`config.mk`:
```
export PLATFORM = sky130hd
export DESIGN_NAME = logic_unit_arbiter
export DESIGN_NICKNAME = d
export VERILOG_FILES = /design/src/rtl/logic_unit_arbiter.sv
export SDC_FILE = /design/constraint.sdc
export NUM_CORES = 1
export LEC_CHECK = 0
export CORE_ASPECT_RATIO = 0.5
export CORE_MARGIN = 4
export CORE_UTILIZATION = 40
export DETAILED_ROUTE_END_ITERATION = 10
export GPL_TIMING_DRIVEN = 0
export PLACE_DENSITY_LB_ADDON = 0.08
export SYNTH_ARGS = -nofsm -noshare
export SYNTH_HDL_FRONTEND = slang
export SYNTH_SLANG_ARGS = --single-unit
```
`constraint.sdc`:
```
create_clock -name CLK -period 2.1 [get_ports CLK]
set_input_delay 0.42 -clock CLK [delete_from_list [all_inputs] [get_ports CLK]]
set_output_delay 0.42 -clock CLK [all_outputs]
set_load 0.01 [all_outputs]
```
`src/rtl/logic_unit_arbiter.sv`:
```
// rtl/logic_unit_arbiter.sv - round-robin arbiter sharing one registered bitwise logic unit
//
// Purpose: grants one of NUM_REQ requesters at a time, executes AND/OR/NOR/XOR
// on its latched operands, and holds the tagged result until it is consumed.
//
// Ports:
//   CLK        clock, all state updates on the rising edge
//   RSTn       synchronous active-low reset
//   REQ_VALID  per-requester request valid
//   REQ_READY  one-hot grant, high only in IDLE for the round-robin winner
//   REQ_OP     packed 2-bit opcodes (00 AND, 01 OR, 10 NOR, 11 XOR)
//   REQ_A      packed operand A, WIDTH bits per requester
//   REQ_B      packed operand B, WIDTH bits per requester
//   RSP_VALID  result valid
//   RSP_READY  consumer accepts the result
//   RSP_DATA   result of the granted operation
//   RSP_ID     index of the requester owning RSP_DATA
//   BUSY       high whenever the unit is not idle
module logic_unit_arbiter #(
  parameter int WIDTH   = 8,
  parameter int NUM_REQ = 4,
  localparam int ID_W   = (NUM_REQ > 2) ? $clog2(NUM_REQ) : 1
) (
  input  logic                     CLK,
  input  logic                     RSTn,
  input  logic [NUM_REQ-1:0]       REQ_VALID,
  output logic [NUM_REQ-1:0]       REQ_READY,
  input  logic [2*NUM_REQ-1:0]     REQ_OP,
  input  logic [WIDTH*NUM_REQ-1:0] REQ_A,
  input  logic [WIDTH*NUM_REQ-1:0] REQ_B,
  output logic                     RSP_VALID,
  input  logic                     RSP_READY,
  output logic [WIDTH-1:0]         RSP_DATA,
  output logic [ID_W-1:0]          RSP_ID,
  output logic                     BUSY
);

  typedef enum logic [1:0] {
    IDLE = 2'd0,
    EXEC = 2'd1,
    HOLD = 2'd2
  } state_e;

  localparam logic [ID_W:0]   NREQ_W   = (ID_W+1)'(NUM_REQ);
  localparam logic [ID_W-1:0] LAST_IDX = ID_W'(NUM_REQ - 1);

  state_e           state_q, state_d;
  logic [ID_W-1:0]  rr_ptr_q, rr_ptr_d;
  logic [ID_W-1:0]  grant_id_q, grant_id_d;
  logic [WIDTH-1:0] a_q, a_d;
  logic [WIDTH-1:0] b_q, b_d;
  logic [1:0]       op_q, op_d;
  logic             rsp_valid_q, rsp_valid_d;
  logic [WIDTH-1:0] rsp_data_q, rsp_data_d;
  logic [ID_W-1:0]  rsp_id_q, rsp_id_d;

  logic             found;
  logic [ID_W-1:0]  winner;
  logic [WIDTH-1:0] a_sel, b_sel;
  logic [1:0]       op_sel;
  logic [WIDTH-1:0] result;

  // Search starts at rr_ptr_q and wraps; the first valid index found wins.
  always_comb begin
    logic [ID_W:0] sum;
    found  = 1'b0;
    winner = '0;
    sum    = '0;
    for (int k = 0; k < NUM_REQ; k++) begin
      sum = {1'b0, rr_ptr_q} + (ID_W+1)'(k);
      if (sum >= NREQ_W) begin
        sum = sum - NREQ_W;
      end
      if (!found && REQ_VALID[sum[ID_W-1:0]]) begin
        found  = 1'b1;
        winner = sum[ID_W-1:0];
      end
    end
  end

  // Operand/opcode mux for the winner, using constant part-selects.
  always_comb begin
    a_sel  = '0;
    b_sel  = '0;
    op_sel = '0;
    for (int i = 0; i < NUM_REQ; i++) begin
      if (winner == ID_W'(i)) begin
        a_sel  = REQ_A[WIDTH*i +: WIDTH];
        b_sel  = REQ_B[WIDTH*i +: WIDTH];
        op_sel = REQ_OP[2*i +: 2];
      end
    end
  end

  always_comb begin
    result = '0;
    case (op_q)
      2'b00:   result = a_q & b_q;
      2'b01:   result = a_q | b_q;
      2'b10:   result = ~(a_q | b_q);
      default: result = a_q ^ b_q;
    endcase
  end

  // Grant is gated by RSTn so nothing is accepted while reset is held.
  always_comb begin
    REQ_READY = '0;
    if (RSTn && (state_q == IDLE) && found) begin
      REQ_READY[winner] = 1'b1;
    end
  end

  always_comb begin
    state_d     = state_q;
    rr_ptr_d    = rr_ptr_q;
    grant_id_d  = grant_id_q;
    a_d         = a_q;
    b_d         = b_q;
    op_d        = op_q;
    rsp_valid_d = rsp_valid_q;
    rsp_data_d  = rsp_data_q;
    rsp_id_d    = rsp_id_q;
    case (state_q)
      IDLE: begin
        if (found) begin
          a_d        = a_sel;
          b_d        = b_sel;
          op_d       = op_sel;
          grant_id_d = winner;
          state_d    = EXEC;
        end
      end
      EXEC: begin
        rsp_data_d  = result;
        rsp_id_d    = grant_id_q;
        rsp_valid_d = 1'b1;
        state_d     = HOLD;
      end
      HOLD: begin
        if (RSP_READY) begin
          rsp_valid_d = 1'b0;
          // Pointer advances only on acceptance so a stalled response
          // cannot let the same requester be re-granted early.
          rr_ptr_d    = (grant_id_q == LAST_IDX) ? '0 : grant_id_q + ID_W'(1);
          state_d     = IDLE;
        end
      end
      default: state_d = IDLE;
    endcase
  end

  always_ff @(posedge CLK) begin
    if (!RSTn) begin
      state_q     <= IDLE;
      rr_ptr_q    <= '0;
      grant_id_q  <= '0;
      a_q         <= '0;
      b_q         <= '0;
      op_q        <= '0;
      rsp_valid_q <= 1'b0;
      rsp_data_q  <= '0;
      rsp_id_q    <= '0;
    end else begin
      state_q     <= state_d;
      rr_ptr_q    <= rr_ptr_d;
      grant_id_q  <= grant_id_d;
      a_q         <= a_d;
      b_q         <= b_d;
      op_q        <= op_d;
      rsp_valid_q <= rsp_valid_d;
      rsp_data_q  <= rsp_data_d;
      rsp_id_q    <= rsp_id_d;
    end
  end

  assign RSP_VALID = rsp_valid_q;
  assign RSP_DATA  = rsp_data_q;
  assign RSP_ID    = rsp_id_q;
  assign BUSY      = (state_q != IDLE);

endmodule

```
==> flow_summary_export.csv, run 1 <==
group,metric,value,unit
run_status,outcome,"finished clean",
timing,hold_violations,0,
worst_setup_path,crit_required,1.68,ns
die,ios,95,
die,core,5540,µm²
worst_setup_path,worst-path-max-fanout,4,
logic_synthesis,ys.flop_type,"dfxtp_1",
power,p_leak,1.52,nW
logic_synthesis,synth-xor-area-share,0,
timing,finalCritPeriodShare,0.977,
die,initial_core_util,0.417,
logic_synthesis,netlist_instances,253,
placed_design,place_inst,420,
cells_and_area,layout_common_cells,"clkdlybuf4s50_1 (85), mux2i_1 (43), nand2_1 (38)",
timing,worst_slack,0.0482,ns
timing,finalCriticalPeriod,2.05,ns
die,rows,19,
placed_design,dp_hpwl,5.14,mm
cells_and_area,drive_above_1_share,0.139,
global_route,grt-ovfl-total,0,
cts,clk_latency,0.28,ns
worst_setup_path,arrival,1.63,ns
timing,max_slew_margin,0.691,
route,via_per_inst,5.17,
global_route,first_global_vias,2214,
power,clock_power_share,0.383,
cts,clk_path_buf_depth,2,
global_route,met1_usage,0.252,
die,fp.dieArea,7130,µm²
cells_and_area,area_growth,56.8,%
cts,cts-root-buf,"clkbuf_16",
timing,finalClockSkew,0.00373,ns
cells_and_area,layout_commonest_cell,"clkdlybuf4s50_1",
cells_and_area,fin_util,0.654,
timing,worst_slew_pin_slew,0.463,ns
cells_and_area,diodes,0,
cts,cts_buffers,5,
logic_synthesis,ys_seq_area_frac,0.303,
logic_synthesis,synth_simple_gate_area_share,0.132,
global_route,grt-busiest-layer,"met2",
worst_hold_path,hold_class,"register to register",
cts,clock-sinks,35,
placed_design,place_ws,-0.935,ns
global_route,grt_use_met3,0.0493,
logic_synthesis,synthMuxAreaShare,0.216,
logic_synthesis,ys_warn_count,0,
cells_and_area,postLayoutCellArea,3620,µm²
global_route,use_met2,0.296,
global_route,track_usage,0.184,
cts,clk_pin_slew,0.06,ns
worst_setup_path,start_kind,"register",
worst_setup_path,path_buf_inv,2,
logic_synthesis,synth_edf_count,0,
logic_synthesis,synth_top_family_by_area,"multiplexers",
global_route,antenna_found_initial,0,
worst_setup_path,slowest_delay,0.33,ns
power,pwr_density_cell,688,nW/µm²
worst_setup_path,end_kind,"primary output",
logic_synthesis,synth_compound_area_frac,0.171,
cells_and_area,final_cells,434,
cells_and_area,fin_nets,456,
timing,drv_slew,0,
timing,whs,0.462,ns
worst_setup_path,path_cells,"or2_4 -> a21oi_4 -> and2_4 -> nand2_4 -> clkbuf_8 -> nor2_1 -> buf_2",
logic_synthesis,ys_async_sr_fraction,0,
logic_synthesis,netlist_area,2310,µm²
logic_synthesis,synth.ff_latch_count,35,
logic_synthesis,synth-adder-area-share,0.0921,
cts,cts_tree,"done",
power,switching_power,0.655,mW
cells_and_area,nFillCells,491,
logic_synthesis,synth_nets,349,
power,p_sw_frac,0.263,
job,cap_violations,0,
die,die_h,61.7,µm
worst_setup_path,crit_path_top_delay_cell,"dfxtp_2",
power,combPwrFrac,0.293,
cts,cts_max_level,2,
route,routed_wl,6.39,mm
placed_design,routabilityCongestion,0.815,
route,drcViolationCount,0,
timing,setup_tns,0,ns
power,p_int,1.84,mW
timing,setup_viol,0,
power,seqPwrFrac,0.323,
timing,maxClockFrequency,487,MHz
placed_design,post_dp_cell_area,3340,µm²
logic_synthesis,ys_types,33,
logic_synthesis,syn-mean-instance-area,9.13,µm²
placed_design,io_buffer_count,94,
worst_setup_path,crit_type,"register to primary output",
power,peakVddDrop,0.402,mV
global_route,grt_pass1_wl,9.98,mm
power,finalPower,2.49,mW
die,die_w,115,µm
route,dr.pass1.iters,5,
worst_setup_path,crit_family,"simple AND/OR/NAND/NOR gates",
route,dr_total_vias,2242,
route,ant_nets,0,
route,routedWlPerCell,14.7,µm
route,drt_first_iter_violations,176,
global_route,grt_start_max_net_pins,13,
power groups by stage:
stage / combinational (mW) / clock [mW] / sequential (mW)
6_report: 0.731 / 0.956 / 0.806
5_1_grt: 0.811 / 1.01 / 0.817
4_1_cts: 0.729 / 0.966 / 0.806
3_5_place_dp: 0.698 / 0 / 0.819
3_3_place_gp: 0.680 / 0 / 0.815
2_1_floorplan: 0.399 / 0 / 0.807
cell usage after synthesis (2+ instances only):
master | instances | area share
buf_12 | 3 | 0.026
clkbuf_1 | 11 | 0.018
o211ai_1 | 8 | 0.026
mux2i_1 | 43 | 0.19
nor2b_1 | 9 | 0.024
mux2_2 | 6 | 0.029
a21oi_1 | 3 | 0.0065
a21boi_0 | 4 | 0.013
o221ai_1 | 19 | 0.072
o21ai_0 | 6 | 0.013
nand2_1 | 39 | 0.063
ha_1 | 17 | 0.092
nor2_1 | 7 | 0.011
o211a_1 | 6 | 0.026
inv_1 | 19 | 0.031
nand2b_1 | 2 | 0.0054
dfxtp_1 | 35 | 0.30
layout make-up:
cell class,instances,area [µm²],share of cell area
inverter,20,75.1,0.0207
clock buffer,5,125,0.0345
timing repair buffer,102,980,0.270
sequential,35,708,0.196
multi-input combinational,181,1460,0.402
tap,73,91.3,0.0252
buffer,15,118,0.0325
clock inverter,3,67.6,0.0187
sequential cells by signal, summed over array words and instances, names as in the netlist:
| register | count |
|---|---|
| RSP_ID | 2 |
| rr_ptr_q | 2 |
| RSP_VALID | 1 |
| b_q | 8 |
| op_q | 2 |
| state_q | 2 |
| RSP_DATA | 8 |
| a_q | 8 |
| grant_id_q | 2 |
metal layers:
| layer | part of all wire | vias to the layer above |
|---|---|---|
| li1 | - | 1113 |
| met1 | 0.49 | 1050 |
| met2 | 0.44 | 77 |
| met3 | 0.066 | 2 |
| met4 | 0.0011 | 0 |
| met5 | 0 | - |
cell families after synthesis:
kind of cell             after synthesis
AND/OR/NAND/NOR                       65
buffers and inverters                 37
AO/OA/AOI/OAI                         50
multiplexers                          49
flip-flops                            35
adder cells (fa/ha/maj)               17
worst reg2reg max path, cell delays in order, from the launching register on:
cell and delay, ns:
dfxtp_4 0.37, nor2b_4 0.04, or4_4 0.55, nand2_8 0.10
buf_4 0.19, buf_12 0.16, mux2i_1 0.27, o221ai_1 0.14
repair_timing:
| action | in CTS | in global routing |
|---|---|---|
| buffers inserted | 6 | 2 |
| pin swaps | 5 | 4 |
| hold buffers | 0 | 0 |
| setup endpoints to repair | 21 | 14 |
| resized for setup | 48 | 10 |
final timing paths:
path / startpoint / to / slack, ns / depth (start not counted)
hold reg to reg: RSP_ID[1]$_SDFFE_PN0P_ / RSP_ID[1]$_SDFFE_PN0P_ / 0.46 / 2
setup / recovery: state_q[0]$_SDFFE_PN0P_ / REQ_READY[3] / 0.05 / 7
setup reg to reg: rr_ptr_q[0]$_SDFFE_PN0P_ / op_q[1]$_SDFFE_PN0P_ / 0.14 / 7
hold / removal: RSP_ID[1]$_SDFFE_PN0P_ / RSP_ID[1]$_SDFFE_PN0P_ / 0.46 / 2
No activity file was read; power rests on OpenSTA's default activity.
==> run 2: changes to the inputs <==
Settings changed: CORE_UTILIZATION 40 to 43, CTS_CLUSTER_DIAMETER set to 40, PLACE_DENSITY set to 0.8, PLACE_DENSITY_LB_ADDON 0.08 to unset.
==> flow_summary_export.csv, run 2 (synthesis gave the netlist of run 1 again) <==
group,metric,value,unit
run_status,outcome,"finished clean",
worst_setup_path,crit_type,"register to primary output",
route,ant_nets,0,
cells_and_area,layout_commonest_cell,"clkdlybuf4s50_1",
cells_and_area,nFillCells,416,
global_route,track_usage,0.192,
global_route,grt_start_max_net_pins,11,
worst_setup_path,end_kind,"primary output",
placed_design,place_inst,417,
cts,clock-sinks,35,
worst_setup_path,r2r_slack,0.16,ns
placed_design,post_dp_cell_area,3340,µm²
cts,holdBufCountCts,0,
global_route,met1_usage,0.231,
worst_hold_path,min_from,"RSP_ID[1]$_SDFFE_PN0P_",
cells_and_area,area_growth,53.0,%
global_route,use_met2,0.334,
timing,setup_viol,0,
die,core,5070,µm²
timing,setup_tns,0,ns
cts,cts_max_level,2,
worst_hold_path,hold_class,"register to register",
placed_design,routabilityCongestion,0.890,
timing,maxClockFrequency,482,MHz
timing,finalCriticalPeriod,2.07,ns
power,pwr_density_cell,590,nW/µm²
placed_design,place_ws,-0.893,ns
cells_and_area,fin_nets,458,
worst_setup_path,path_cells,"or2_4 -> a21oi_4 -> and2_4 -> nand2_2 -> buf_8 -> nor2_1 -> buf_2",
worst_setup_path,slowest_delay,0.35,ns
worst_setup_path,crit_family,"simple AND/OR/NAND/NOR gates",
job,cap_violations,0,
die,fp.dieArea,6680,µm²
cells_and_area,multi_input_area,1450,µm²
cts,clk_latency,0.28,ns
worst_setup_path,ff2ff_path_depth,8,
worst_hold_path,hold_path_end,"RSP_ID[1]$_SDFFE_PN0P_",
cts,clk_path_buf_depth,2,
global_route,first_global_vias,2227,
worst_setup_path,arrival,1.65,ns
global_route,grt_pass1_wl,10.2,mm
cells_and_area,diodes,0,
cts,cts_buffers,5,
route,drcViolationCount,0,
timing,max_slew_margin,0.663,
die,die_h,59.8,µm
route,dr.pass1.iters,4,
cells_and_area,layout_common_cells,"clkdlybuf4s50_1 (85), mux2i_1 (43), nand2_1 (38)",
worst_setup_path,r2r_end,"a_q[0]$_SDFFE_PN0P_",
global_route,grt_use_met3,0.0485,
cells_and_area,seqCellArea,708,µm²
timing,hold_violations,0,
worst_setup_path,path_buf_inv,2,
timing,worst_slew_pin_slew,0.505,ns
worst_hold_path,whs_path_depth,2,
global_route,grt-ovfl-total,0,
worst_setup_path,crit_path_top_delay_cell,"dfxtp_4",
die,ios,95,
timing,finalClockSkew,0.00266,ns
route,routedWlPerCell,15.0,µm
worst_setup_path,worst-path-max-fanout,10,
timing,drv_slew,0,
cells_and_area,postLayoutCellArea,3530,µm²
timing,rsz0062_at_grt,"true",
global_route,grt-busiest-layer,"met2",
cells_and_area,fin_util,0.697,
die,rows,18,
die,die_w,112,µm
cts,clk_pin_slew,0.07,ns
timing,finalCritPeriodShare,0.987,
cts,cts_tree,"done",
route,drt_first_iter_violations,86,
route,via_per_inst,5.18,
cells_and_area,final_cells,433,
cells_and_area,drive_above_1_share,0.146,
placed_design,dp_hpwl,5.13,mm
die,initial_core_util,0.456,
worst_setup_path,crit_required,1.68,ns
worst_setup_path,r2r_start,"rr_ptr_q[0]$_SDFFE_PN0P_",
placed_design,io_buffer_count,94,
power,p_leak,1.48,nW
power,peakVddDrop,0.343,mV
worst_setup_path,start_kind,"register",
route,routed_wl,6.49,mm
global_route,antenna_found_initial,0,
timing,worst_slack,0.0275,ns
cts,cts-root-buf,"clkbuf_8",
route,dr_total_vias,2245,
-- run 2: cell types whose count changed in the layout (fill, tap and decap cells not counted) --
cell / change
clkbuf_8: +6
nor2b_2: +1
clkbuf_16: -5
nand2_4: -1
buf_4: +1
nor2_2: +1
buf_8: +1
clkinvlp_4: -1
bufinv_16: -2
nor2_1: -1
buf_2: +1
nand2_2: +1
nor2b_4: -1
clkbuf_2: +1
-- run 2: cell type report --
type,instances,area share
buffer,16,0.0382
clock buffer,8,0.0283
inverter,20,0.0212
multi-input combinational,181,0.410
sequential,35,0.200
tap,70,0.0248
timing repair buffer,103,0.277
-- run 2: timing repair --
item | 4_1_cts | 5_1_grt
pin swaps | 6 | 2
gates resized for setup | 44 | 15
setup endpoints to repair | 14 | 14
buffers inserted | 6 | 3
-- run 2: worst max path at each step --
stage | slack [ns] | cells after the start | endpoint | start
finish | 0.03 | 7 | REQ_READY[3] | state_q[0]$_SDFFE_PN0P_
global route | -0.04 | 7 | REQ_READY[3] | state_q[0]$_SDFFE_PN0P_
CTS | 0.003 | 7 | REQ_READY[2] | state_q[0]$_SDFFE_PN0P_
detailed placement | -0.89 | 8 | REQ_READY[3] | REQ_VALID[1]
global placement | -0.86 | 8 | REQ_READY[1] | REQ_VALID[1]
floorplan | 0.16 | 6 | REQ_READY[1] | REQ_VALID[0]
-- run 2: where the power goes --
part | internal (mW) | total, mW | switching [mW] | leakage, nW
clock | 0.299 | 0.532 | 0.233 | 0.0515
combinational | 0.426 | 0.749 | 0.323 | 1.13
sequential | 0.741 | 0.802 | 0.0608 | 0.290
total | 1.47 | 2.08 | 0.617 | 1.48
-- run 2: worst min-delay path, delay by kind of cell (launching register included) --
family | cells | cell delay (ns)
DFF | 1 | 0.31
AOI/OAI and AO/OA | 1 | 0.06
and+or+nand+nor | 1 | 0.04
-- run 2: layer usage --
layer | vias up | part of all wire
li1 | 1117 | -
met1 | 1052 | 0.45
met2 | 55 | 0.48
met3 | 21 | 0.046
met4 | 0 | 0.026
met5 | - | 0
-- run 2: stage by stage --
stage	hold slack [ns]	power, mW
2_1_floorplan	0.457	1.21
3_3_place_gp	0.453	1.49
3_5_place_dp	0.459	1.51
4_1_cts	0.467	2.07
5_1_grt	0.480	2.20
6_report	0.464	2.08
